**config.mk**
```make
export PLATFORM = sky130hd
export DESIGN_NAME = pipe_stage_elastic
export DESIGN_NICKNAME = d
export VERILOG_FILES = /design/src/rtl/pipe_stage_elastic.sv
export SDC_FILE = /design/constraint.sdc
export NUM_CORES = 1
export LEC_CHECK = 0
export CAP_MARGIN = 5
export CORE_UTILIZATION = 30
export DETAILED_ROUTE_END_ITERATION = 8
export GPL_TIMING_DRIVEN = 0
export REMOVE_ABC_BUFFERS = 1
export SLEW_MARGIN = 30
export SYNTH_ARGS = -nofsm -noshare
export SYNTH_HDL_FRONTEND = slang
export SYNTH_SLANG_ARGS = --single-unit
```
**constraint.sdc**
```tcl
create_clock -name clk -period 1.6 [get_ports clk]
set_input_delay 0.16 -clock clk [delete_from_list [all_inputs] [get_ports clk]]
set_output_delay 0.16 -clock clk [all_outputs]
set_load 0.02 [all_outputs]
```
**src/rtl/pipe_stage_elastic.sv**
```systemverilog
// Elastic two-entry pipeline register slice (main + skid) with flush.
// Optional perf counters when PIPE_PERF_CNT_EN is defined.
module pipe_stage_elastic #(
  parameter int PC_W    = 16,
  parameter int INSTR_W = 16,
  parameter int DATA_W  = 16,
  parameter int NUM_OPS = 2,
  parameter logic [INSTR_W-1:0] NOP_INSTR = INSTR_W'(16'hE000),
  parameter int CNT_W   = 16
) (
  input  logic                      clk,
  input  logic                      rst,
  input  logic                      flush,
  input  logic                      in_valid,
  output logic                      in_ready,
  input  logic [PC_W-1:0]           in_pc,
  input  logic [INSTR_W-1:0]        in_instr,
  input  logic [NUM_OPS*DATA_W-1:0] in_ops,
  output logic                      out_valid,
  input  logic                      out_ready,
  output logic [PC_W-1:0]           out_pc,
  output logic [INSTR_W-1:0]        out_instr,
  output logic [NUM_OPS*DATA_W-1:0] out_ops
`ifdef PIPE_PERF_CNT_EN
  ,
  output logic [CNT_W-1:0]          stall_cnt,
  output logic [CNT_W-1:0]          bubble_cnt
`endif
);

  if (NUM_OPS < 1 || NUM_OPS > 4) begin : g_bad_num_ops
    $error("NUM_OPS must be 1..4");
  end
  if (CNT_W < 1) begin : g_bad_cnt_w
    $error("CNT_W must be >= 1");
  end

  typedef struct packed {
    logic [PC_W-1:0]           pc;
    logic [INSTR_W-1:0]        instr;
    logic [NUM_OPS*DATA_W-1:0] ops;
  } entry_t;

  // State is {main_valid, skid_valid}; 2'b01 is unreachable.
  localparam logic [1:0] ST_EMPTY = 2'b00;
  localparam logic [1:0] ST_ONE   = 2'b10;
  localparam logic [1:0] ST_TWO   = 2'b11;

  entry_t bubble;
  entry_t in_entry;
  entry_t main_q, main_d;
  entry_t skid_q, skid_d;
  logic   main_valid_q, main_valid_d;
  logic   skid_valid_q, skid_valid_d;
  logic   in_xfer;
  logic   out_xfer;

  assign bubble   = '{pc: '0, instr: NOP_INSTR, ops: '0};
  assign in_entry = '{pc: in_pc, instr: in_instr, ops: in_ops};

  assign in_xfer  = in_valid & ~skid_valid_q;
  assign out_xfer = main_valid_q & out_ready;

  always_comb begin
    main_d       = main_q;
    skid_d       = skid_q;
    main_valid_d = main_valid_q;
    skid_valid_d = skid_valid_q;
    if (flush) begin
      main_d       = bubble;
      skid_d       = '0;
      main_valid_d = 1'b0;
      skid_valid_d = 1'b0;
    end else begin
      unique case ({main_valid_q, skid_valid_q})
        ST_EMPTY: begin
          if (in_xfer) begin
            main_d       = in_entry;
            main_valid_d = 1'b1;
          end
        end
        ST_ONE: begin
          if (in_xfer && out_xfer) begin
            main_d = in_entry;
          end else if (in_xfer) begin
            skid_d       = in_entry;
            skid_valid_d = 1'b1;
          end else if (out_xfer) begin
            main_d       = bubble;
            main_valid_d = 1'b0;
          end
        end
        ST_TWO: begin
          if (out_xfer) begin
            main_d       = skid_q;
            skid_d       = '0;
            skid_valid_d = 1'b0;
          end
        end
        default: begin
          main_d       = bubble;
          skid_d       = '0;
          main_valid_d = 1'b0;
          skid_valid_d = 1'b0;
        end
      endcase
    end
  end

  always_ff @(posedge clk) begin
    if (rst) begin
      main_q       <= bubble;
      skid_q       <= '0;
      main_valid_q <= 1'b0;
      skid_valid_q <= 1'b0;
    end else begin
      main_q       <= main_d;
      skid_q       <= skid_d;
      main_valid_q <= main_valid_d;
      skid_valid_q <= skid_valid_d;
    end
  end

  // Bubble payload is stored, so every output comes straight from a flop.
  assign in_ready  = ~skid_valid_q;
  assign out_valid = main_valid_q;
  assign out_pc    = main_q.pc;
  assign out_instr = main_q.instr;
  assign out_ops   = main_q.ops;

`ifdef PIPE_PERF_CNT_EN
  logic [CNT_W-1:0] stall_cnt_q, stall_cnt_d;
  logic [CNT_W-1:0] bubble_cnt_q, bubble_cnt_d;

  always_comb begin
    stall_cnt_d  = stall_cnt_q;
    bubble_cnt_d = bubble_cnt_q;
    if (main_valid_q && !out_ready && stall_cnt_q != '1) begin
      stall_cnt_d = stall_cnt_q + CNT_W'(1);
    end
    if (!main_valid_q && out_ready && bubble_cnt_q != '1) begin
      bubble_cnt_d = bubble_cnt_q + CNT_W'(1);
    end
  end

  always_ff @(posedge clk) begin
    if (rst) begin
      stall_cnt_q  <= '0;
      bubble_cnt_q <= '0;
    end else begin
      stall_cnt_q  <= stall_cnt_d;
      bubble_cnt_q <= bubble_cnt_d;
    end
  end

  assign stall_cnt  = stall_cnt_q;
  assign bubble_cnt = bubble_cnt_q;
`endif

endmodule

```
## After elaboration in Yosys (flattened, before gate mapping)

Index checks and enable logic that the tools add are counted.

- Equality and inequality tests: 10
- Bitwise logic cells: 5
- Mux-type cells: 16
- Reduce and logical (&&, ||, !) cells: 6

Operators by type and width:

| kind | number |
|---|---|
| 2-to-1 mux 64 bit | 7 |
| one-hot mux 64 bit (3 select lines) | 2 |
| inequality test 2 bit, second input constant | 6 |
| AND reduction 4 bit | 2 |
| inequality test 3 bit, second input constant | 2 |
| one-hot mux 1 bit (3 select lines) | 2 |
| 2-to-1 mux 1 bit | 5 |
| AND reduction 5 bit | 1 |
| == test 2 bit, second input constant | 2 |
| NOT 1 bit | 3 |
| AND 1 bit | 2 |
| zero test 2 bit | 1 |
| OR reduction 2 bit | 1 |
| logical AND 1 bit | 1 |

- Word-level logic and storage cells: 45
- Input bits: 69
- Flip-flop bits (word level): 130
- Output and inout bits: 66

## Logic depth before layout (Yosys ltp)

Gate-level depths: netlist (run 1).

- Depth after elaboration: 5
- Mapped depth: 6
- Mapped depth without buffers: 3

## Worst setup path after synthesis (run 1)

OpenSTA, ideal clock, no wires.

- Kind: register -> register
- From: register main_valid_q, in the netlist out_valid
- To: register skid_q[55] (netlist bit)
- Clock period less this slack: 1.751 ns
- Slack: -0.151 ns
- Setup time: 0.117 ns
- Cell stages (with the launch flop): 7
- Arrival: 1.634 ns
- Data required time: 1.483 ns
- Path buffers: 3
- Path through: dfxtp_1 > nor2b_1 > buf_6 > mux2_4 > buf_6 > buf_6 > a32o_1

- Cells in the longest elaborated chain, start to end: 4
- Elaborated cells between the ends (all ways): 11
- Classes of those cells: eq/ne: 5; mux: 1; bitwise: 2; reduce/logical: 3

Ends and longest elaborated chain:

| element | line | RTL |
|---|---|---|
| start, declared | 53 | `logic main_valid_q, main_valid_d;` |
| start signal, assigned | 119 | `main_valid_q <= main_valid_d;` |
| AND 1 bit | 62 | `assign out_xfer = main_valid_q & out_ready;` |
| logical AND 1 bit | 83 | `if (in_xfer && out_xfer) begin` |
| inequality test 2 bit (no source line) | n/a |  |
| AND reduction 4 bit (no source line) | n/a |  |
| end signal, assigned | 118 | `skid_q <= skid_d;` |
| end, declared | 52 | `entry_t skid_q, skid_d;` |

Several ways; a longest one is shown, not always the timed one.
A chain may end at the register's enable or synchronous reset.

## Worst setup path after layout (run 1)

- From: register skid_valid_q
- To: output port in_ready

- Cells in the longest elaborated chain, start to end: 1

Ends and longest elaborated chain:

| element | line | RTL |
|---|---|---|
| start, declared | 54 | `logic skid_valid_q, skid_valid_d;` |
| start signal, assigned | 120 | `skid_valid_q <= skid_valid_d;` |
| NOT 1 bit | 125 | `assign in_ready = ~skid_valid_q;` |
| end, declared | 15 | `output logic in_ready,` |

Every way passes these cells.

==> results of run 1 <==
-- layer usage --
layer,share of wire (%),wire [um]
met1,47,7010
met4,0.95,142
met2,47,6980
met5,0,0
met3,5.5,822
-- synth_stat cells (2+ instances only) --
master	n	area share [%]
a21boi_0	3	0.47
a21oi_1	4	0.42
a221o_1	61	13
a32o_1	62	13
and3_1	63	8.2
buf_1	2	0.16
buf_2	18	1.9
buf_4	2	0.31
buf_6	14	3.3
clkbuf_1	14	1.1
dfxtp_1	130	54
inv_1	2	0.16
mux2i_1	2	0.42
nand2_1	4	0.31
nand2b_1	7	0.91
o211ai_1	3	0.47
o21ai_0	4	0.42
or2_2	2	0.26
-- tightest hold or removal path, delay by kind of cell --
kind,cells,cell delay (ns)
AND/OR/NAND/NOR,1,0.07
multiplexers,1,0.06
buffers and inverters,1,0.42
-- per-stage QoR --
stage	hold slack [ns]	TNS, ns
floorplan	0.286	-369.20
global placement	0.445	-734.36
detailed placement	0.462	-92.01
CTS	0.323	0
global route	0.353	-0.0864
finish	0.353	0
-- final timing paths --
kind | start | endpoint | slack, ns | cells after the start
max reg2reg | out_valid$_SDFFE_PP0P_ | out_ops[8]$_SDFFE_PP0P_ | 0.02 | 5
min | in_ops[31] | skid_q[31]$_SDFFE_PP0P_ | 0.35 | 3
min reg2reg | skid_q[63]$_SDFFE_PP0P_ | skid_q[63]$_SDFFE_PP0P_ | 0.46 | 2
max | skid_valid_q$_SDFFE_PP0P_ | in_ready | 0.02 | 2
-- cell type report --
class                   count  area [um2]
fillers                  1406        8170
inverters                   2        7.51
multi-input cells         228        2030
clock buffers              22         474
clock inverters             9         106
repair buffers            164        1770
flip-flops and latches    130        2610
well taps                 211         264
-- registers in the layout (all words and copies together), names as in the netlist --
name / count
out_instr: 16
out_ops: 32
out_pc: 16
out_valid: 1
skid_q: 64
skid_valid_q: 1
-- where the power goes --
| group | internal [mW] | leakage, nW | switching [mW] |
|---|---|---|---|
| Combinational | 0.387 | 1.61 | 0.333 |
| Sequential | 3.30 | 1.05 | 0.0371 |
| Clock | 2.40 | 0.278 | 1.42 |
| Total | 6.09 | 2.94 | 1.79 |
-- kinds of logic (layout without fill, tap and decap cells) --
kind of cell,after synthesis,after routing,synth area share (%)
AND/OR/NAND/NOR,81,83,10.5
flip-flops,130,130,54.1
multiplexers,3,5,0.729
buffers and inverters,52,197,6.87
AO/OA/AOI/OAI,139,140,27.7
-- what timing repair did --
item | CTS | global route
cloned | 4 | 4
buffers inserted | 12 | 5
resized for setup | 18 | 10
setup endpoints to repair | 127 | 116
endpoints found under the hold margin | 0 | 0
pin swaps | 4 | 29
==> summary.md, run 1 <==
| Metric | Value |
|---|---|
| Most used DFF post-synth | dfxtp_1 |
| Post-synth EDFFs | 0 |
| Clock tree buffer depth | 2 |
| Via density | 5.39 |
| Die W | 129 um |
| Via count | around 4.1k |
| Setup WS post-layout | 0.0219 ns |
| Clock sinks | 130 |
| Syn_area_per_cell | around 12 um2 |
| Rows | 45 |
| P_leak | slightly below 3 nW |
| Total Routed Length | 15,000 um |
| Cell chain of the critical path | inv_1 -> dlygate4sd2_1 |
| WP data arrival | 1.42 ns |
| DP Area | roughly 0.0063 mm2 |
| DR DRC count | 0 |
| Most Crowded Layer GR | met2 |
| Largest net degree at the start of global routing | between 60 and 70 |
| Worst clock skew | around 0.0053 ns |
| Post-DRT Antenna Nets | 0 |
| Cts bufs inserted | 17 |
| Fin. max-slew vios | 0 |
| RSZ-0062 raised after global routing | true |
| Synthesis Warnings | 0 |
| Initial antenna violation count | 0 |
| Critical path type | reg -> out |
| P&R area growth vs syn | 51.0% |
| GR Util met3 | 4.53% |
| Library cells used by synthesis | 26 |
| Port Buffers | 134 |
| Post-synthesis cell area | 0.00481 mm2 |
| Fmax | 634 MHz |
| Placed cells | 710 |
| Slowest cell delay on critical path | about 0.47 ns |
| First-pass GRT wire length | 21,700 um |
| Met2 usage | 27.0% |
| DR WL/cell | 19.5 um |
| Cells after Synth | roughly 400 |
| DR pass1 iterations | 5 |
| Critical Path RT | 1.44 ns |
| Worst Max-Slew Pin Slew | about 0.53 ns |
| Max_slew headroom | between 60 and 70% |
| Iter 0 DRT Violations | 219 |
| Routability-driven placement congestion ratio | 0.764 |
| Design area | 0.00726 mm2 |
| Worst Path Max Fanout | 14 |
| Final core occ | 47.0% |
| N_diodes | 0 |
| Nets | a little over 600 |
| Starting Density | 31.2% |
| Met1 Track Usage GR | 23.1% |
| Vias in the first global route | ~4k |
| CP Capture Type | primary output |
| Core footprint | 0.0154 mm2 |
| Post-Layout Cell Count | 766 |
| Clk pin slew, worst setup/hold paths | around 0.060 ns |
| # hold bufs at CTS | 0 |
| Hold Crit Class | in -> reg |
| Die area | 0.0165 mm2 |
| Root buffer cell | clkbuf_16 |
| Dpl hpwl | 7700 um |
| Ratio of cells with drive above 1 in the final layout | 14.1% |
| Synth async-reset ratio | 0% |
| Period utilization | 98.6% |
| Nature of the critical path startpoint | flip-flop |
| Synth Register Bits | 130 |
| Fin crit period | around 1.6 ns |
| Fin. Hold Viols | 0 |
| Buf+Inv Stages, Crit Path | 2 |
| Post-synthesis sequential area ratio | 54.1% |
| Top delay family on crit path | buffers and inverters |
| Most frequent cells in the layout | 128 x clkdlybuf4s50_1, 128 x dfxtp_1, 62 x a32o_1 |
| Pwr/cell area | 1090 mW/mm2 |
| Critical Path Slowest Stage Cell | dfxtp_4 |
| CTS H-tree depth | 4 |
| CTS tree | yes |
| Die Ht | 129 um |
| VDD IR max | about 0.00093 V |
| Setup Viol. Count Final | 0 |
| Max_cap viols | 0 |
| I/O pin count | 135 |
| Final Power | 7.88 mW |
| GRT overflow | 0 |
| Total Routing Usage GR | 17.3% |
| Outcome | completed |
| Clk_lat worst skew | 0.41 ns |
| Place WS | -0.803 ns |
Power figures use the tool's default switching activity.
==> run 2: changes to the inputs <==
ABC_CLOCK_PERIOD_IN_PS = 1600   (was unset)
SLEW_MARGIN = unset   (was 30)
==> run 2 against run 1 <==
Critical path depth increased by 3. Non-clock buffer count decreased by 9. Sequential cell count stayed put. Cell area fell by 1.2%. Maximum frequency fell by 0.28%. Worst setup slack got worse by 0.0044 ns. First-iteration DRC count grew 15%. Sequential share of layout area up 0.45 points. Die area unchanged. Register-to-register slack is essentially flat. Largest cell class unchanged.
==> summary.md, run 2 (same netlist as run 1, synthesis figures left out) <==
| Metric | Value |
|---|---|
| Outcome | completed |
| RSZ-0062 raised after global routing | true |
| DR WL/cell | 18.8 um (-3.5%) |
| Cell chain of the critical path | nor2b_4 -> buf_12 -> o21a_4 -> buf_12 -> a221o_1 |
| Max_slew headroom | 63.7% (-0.78 points) |
| Int Power | 6.08 mW (-0.13%) |
| VDD IR max | 0.000657 V (-29%) |
| Final core occ | 46.5% (-0.58 points) |
| Fill cells | 1,418 (+0.85%) |
| Sw power | 1.82 mW (+1.4%) |
| Clk_lat worst skew | 0.41 ns (about the same) |
| Most frequent CP cell | buf_12 |
| Place WS | -0.793 ns (+0.0103 ns) |
| GRT overflow | 0 (unchanged) |
| CP Capture Type | flip-flop |
| Clk network pwr share | 49.2% (+0.7 points) |
| Clk pin slew, worst setup/hold paths | 0.06 ns (about the same) |
| Total Routing Usage GR | 17.5% (+0.16 points) |
| Slowest cell delay on critical path | 0.37 ns (-0.10 ns) |
| Design area | 0.00717 mm2 (-1.2%) |
| Max reg flops | 64 (unchanged) |
| Top delay family on crit path | compound AO/OA/AOI/OAI gates |
| Critical Path RT | 1.90 ns (+0.46 ns) |
| Worst Max-Slew Pin Slew | 0.545 ns (+0.0117 ns) |
| Worst Path Max Fanout | 39 (+25) |
| Post-Layout Cell Count | 759 (-0.91%) |
| Combinational power share | 8.5% (-0.6 points) |
| DR DRC count | 0 (unchanged) |
| Setup Viol. Count Final | 0 (unchanged) |
| WP data arrival | 1.88 ns (+0.46 ns) |
| N_diodes | 0 (unchanged) |
| Routability-driven placement congestion ratio | 0.764 (unchanged) |
| DP Area | 0.00630 mm2 (-0.30%) |
| Final Power | 7.90 mW (+0.23%) |
| P&R area growth vs syn | 49.1% |
| Fin crit period | 1.58 ns (+0.00438 ns) |
| Commonest non-fill, non-tap cell in the layout | clkdlybuf4s50_1 |
| Setup TNS | 0 ns (unchanged) |
| CTS tree | yes |
| Vias in the first global route | 4,017 (+1.6%) |
| Rows | 45 (unchanged) |
| Ratio of cells with drive above 1 in the final layout | 13.3% (-0.73 points) |
| Multi-input logic area | 0.00204 mm2 (+0.80%) |
| Largest Register | skid_q |
| Nature of the critical path startpoint | flip-flop |
| CTS H-tree depth | 4 (unchanged) |
| Die Ht | 129 um (unchanged) |
| Nets | 604 (-1.3%) |
| Clock sinks | 130 (unchanged) |
| First-pass GRT wire length | 21,900 um (+1.1%) |
| Dpl hpwl | 7610 um (-1.1%) |
| Buf+Inv Stages, Crit Path | 2 (unchanged) |
| Die W | 129 um (unchanged) |
| Iter 0 DRT Violations | 251 (+15%) |
| Pwr/cell area | 1100 mW/mm2 (+1.5%) |
| Largest net degree at the start of global routing | 48 (-23%) |
| Cts bufs inserted | 17 (unchanged) |
| Most frequent cells in the layout | 129 x clkdlybuf4s50_1, 128 x dfxtp_1, 62 x a32o_1 |
| Fin. Hold Viols | 0 (unchanged) |
| Starting Density | 31.2% (unchanged) |
| DR pass1 iterations | 5 (unchanged) |
| I/O pin count | 135 (unchanged) |
| Die area | 0.0165 mm2 (unchanged) |
| Via density | 5.38 (about the same) |
| Switching Share | 23.0% (+0.28 points) |
| Via count | 4,086 (-0.99%) |
| Port Buffers | 134 (unchanged) |
| Fin. max-slew vios | 0 (unchanged) |
| Max_cap viols | 0 (unchanged) |
| Setup WS post-layout | 0.0175 ns (-0.00438 ns) |
| Post-DRT Antenna Nets | 0 (unchanged) |
| Clock tree buffer depth | 2 (unchanged) |
| Worst clock skew | 0.0113 ns (+0.00599 ns) |
| Core footprint | 0.0154 mm2 (unchanged) |
| Min Hold Slack | 0.361 ns (+0.00862 ns) |
| Root buffer cell | clkbuf_16 |
| Storage element area | 0.00261 mm2 (unchanged) |
| Total Routed Length | 14,300 um (-4.4%) |
| Period utilization | 98.9% (+0.27 points) |
| Critical Path Slowest Stage Cell | a221o_1 |
| Placed cells | 709 (-0.14%) |
| # hold bufs at CTS | 0 (unchanged) |
| P_leak | 2.91 nW (-1.1%) |
| Fmax | 632 MHz (-0.28%) |
| Hold Crit Class | in -> reg |
| Critical path type | reg -> reg |
| Initial antenna violation count | 0 (unchanged) |
| Part of the power in registers | 42.2% (-0.2 points) |
[run 2: power by group through the flow]
stage / Combinational [mW] / Sequential [mW] / Clock, mW
global route: 0.714 / 3.34 / 4.12
finish: 0.675 / 3.34 / 3.89
global placement: 0.574 / 3.41 / 0
detailed placement: 0.621 / 3.41 / 0
floorplan: 0.143 / 3.47 / 0
CTS: 0.664 / 3.34 / 3.99
[run 2: worst paths after layout]
path,depth (start not counted),startpoint,to,slack (ns)
setup reg to reg,5,out_valid$_SDFFE_PP0P_,out_ops[19]$_SDFFE_PP0P_,0.02
setup / recovery,5,out_valid$_SDFFE_PP0P_,out_ops[19]$_SDFFE_PP0P_,0.02
hold reg to reg,2,skid_q[63]$_SDFFE_PP0P_,skid_q[63]$_SDFFE_PP0P_,0.47
hold / removal,3,in_pc[15],skid_q[63]$_SDFFE_PP0P_,0.36
[run 2: final cells by class]
cell class                      count  share of cell area [%]
Tap cell                          211                    3.68
Multi-Input combinational cell    229                    28.5
Clock buffer                       21                    6.56
Clock inverter                     11                    1.78
Sequential cell                   130                    36.4
Inverter                            2                   0.157
Timing Repair Buffer              155                    22.9
[run 2: timing repair]
action                                  4_1_cts  5_1_grt
pin swaps                                    27        7
endpoints found under the setup margin      127      115
resized for setup                            18        5
cloned                                        4        2
endpoints found under the hold margin         0        0
buffers inserted                              7        5
[run 2: worst min-delay path, cell delays in order]
cell	delay (ns)
clkdlybuf4s50_1	0.42
nand2_1	0.08
mux2i_1	0.06
[run 2: routing by layer]
layer	part of all wire [%]	track usage [%]
met5	0	0
met4	1.2	6.02
met3	5.9	4.91
met2	47	27.4
met1	46	23.0
==> patch, RTL diff (flow settings as in run 2) <==
Build with the macro `PIPE_PERF_CNT_EN` defined.
--- a/src/rtl/pipe_stage_elastic.sv
+++ b/src/rtl/pipe_stage_elastic.sv
@@ -2,2 +2,4 @@
 // Optional perf counters when PIPE_PERF_CNT_EN is defined.
+`define PIPE_PERF_CNT_EN
+
 module pipe_stage_elastic #(
Formal check against the unedited RTL (old outputs only; new: bubble_cnt and stall_cnt): same outputs for any inputs over 4 cycles, from zero or initial values and one cycle with rst high; that may be too few to reach the edited logic, so the function may still have changed.
==> patch against run 2 <==
  * The flow now finishes with violations (setup timing)
  * Setup slack got worse by 0.20 ns
  * Routed wire length rose by 65%
  * Sequential cell count rose by 32
  * Area after synthesis increased by 33%
  * Sequential power up 24%
  * Cell area is 50% higher
  * Count of clock-buffer cells in the layout decreased by 4
  * Non-clock buffer count rose by 99
  * First-iteration DRC count up 42%
  * Maximum frequency is 11% lower
  * Die area up 33%
  * Global-route usage up 1.7 points
  * Total power is 19% higher
  * Combinational power increased by 56%
==> patch: results (changes against run 2) <==
| Metric | Value |
|---|---|
| Worst skew pair latency | `0.43 ns (+0.02 ns)` |
| Nets | `955 (+58%)` |
| DP HPWL | `11700 um (+54%)` |
| Drt wl/cell | `20.2 um (+7.1%)` |
| Outcome | `complete, but fails checks` |
| Area contributors post-synth | `dfxtp_1 (51%), a22oi_1 (14%), o2bb2ai_1 (8.3%), nor2_1 (4.3%), a21oi_1 (2.4%)` |
| Vias/cell | `5.50 (+2.2%)` |
| TritonRoute pass-1 iters | `5 (unchanged)` |
| Synth unique cells | `50 (+92%)` |
| GRT Util Overall | `19.1% (+1.7 points)` |
| Placed cell count | `1059 (+49%)` |
| Crit path max-delay family | `simple AND/OR/NAND/NOR gates` |
| Worst vdd ir | `0.000674 V (+2.5%)` |
| Seq/Total Area, Yosys | `50.6% (-3.5 points)` |
| Number of global-route vias before repair | `5991 (+49%)` |
| CP max-delay cell | `or3_4` |
| Failing checks | `setup timing` |
| DRT met1 WL | `10500 um (+59%)` |
| Met3 Routed Length | `1820 um (+120%)` |
| Internal Power | `6.75 mW (+11%)` |
| Largest net degree at the start of global routing | `42 (-13%)` |
| Final setup viols | `56 (+56)` |
| Static Leakage | `4.47 nW (+54%)` |
| Top post-synthesis cells by count | `dfxtp_1 (162), a22oi_1 (123), nor2_1 (73)` |
| Ratio of cells with drive above 1 in the final layout | `30.4% (+17 points)` |
| Final WS setup | `-0.179 ns (-0.197 ns)` |
| Worst Skew | `0.0120 ns (+0.000669 ns)` |
| Initial DRC count | `356 (+42%)` |
| Placer Congestion | `0.760 (-0.56%)` |
| Final TNS setup | `-2.29 ns (-2.29 ns)` |
| DR WL met2 | `11000 um (+65%)` |
| Drt total wl | `23700 um (+65%)` |
| Max Fanout on Critical Path | `6 (-85%)` |
| # port buffers | `166 (+24%)` |
| Slowest Stage Delay on Critical Path | `0.41 ns (+0.04 ns)` |
## patch: through the flow
step | cell area [um2] | setup slack, ns | hold slack, ns | utilization (%) | power [mW]
global placement | 8180 | -20.01 | 0.440 | 39.1 | 5.01
detailed placement | 8470 | -1.29 | 0.446 | 40.4 | 5.04
finish | 10800 | -0.179 | 0.302 | 51.4 | 9.36
floorplan | 6180 | -7.79 | 0.229 | - | 4.56
CTS | 9650 | -0.150 | 0.240 | 46.1 | 9.27
global route | 10800 | -0.228 | 0.307 | 51.4 | 9.71
## patch: cell type report
type                       count  area (um2)
clock buffer                  17         425
clock inverter                15         181
fill                        1910       10200
inverter                       7        26.3
multi-input combinational    442        3670
sequential                   162        3300
tap                          275         344
timing repair buffer         254        2830
## patch: power groups by stage
stage | combinational [mW] | clock [mW] | sequential [mW]
CTS | 0.855 | 4.27 | 4.14
global placement | 0.762 | 0 | 4.25
detailed placement | 0.794 | 0 | 4.24
finish | 1.05 | 4.16 | 4.14
global route | 1.11 | 4.45 | 4.15
floorplan | 0.244 | 0 | 4.32
## patch: worst reg2reg max path, cell delays in order, from the launching register on
cell and delay, ns:
dfxtp_4 0.37, buf_4 0.15, nand4b_4 0.18, or3_4 0.41, a2111oi_4 0.24, mux2_4 0.33
## patch: worst paths after layout
kind              startpoint             end  slack, ns  cells after the start
setup / recovery   out_valid  bubble_cnt[13]      -0.18                      5
hold / removal      in_valid    skid_valid_q       0.30                      3
setup reg to reg   out_valid  bubble_cnt[13]      -0.18                      5
hold reg to reg   skid_q[63]      skid_q[63]       0.46                      2
## patch: what timing repair did
action | in CTS | in global routing
setup buffers | 41 | 21
resized for setup | 110 | 149
cloned | 3 | 17
hold endpoints to repair | 0 | 0
pin swaps | 21 | 29
endpoints found under the setup margin | 197 | 142
## patch: logic make-up (layout without fill, tap and decap cells)
kind of cell / count (synthesis) / after routing / share of synthesized area (%)
AO/OA/AOI/OAI: 261 / 262 / 30.3
adder cells (fa/ha/maj): 2 / 2 / 0.391
buffers and inverters: 64 / 293 / 3.96
flip-flops: 162 / 162 / 50.6
multiplexers: 6 / 6 / 1.04
AND/OR/NAND/NOR: 167 / 172 / 13.7
## patch: metal layers
metal | global-route usage, % | up-vias
met1 | 24.9 | 3185
met2 | 30.4 | 219
met5 | 0 | -
li1 | - | 3023
met3 | 5.77 | 22
met4 | 5.62 | 0
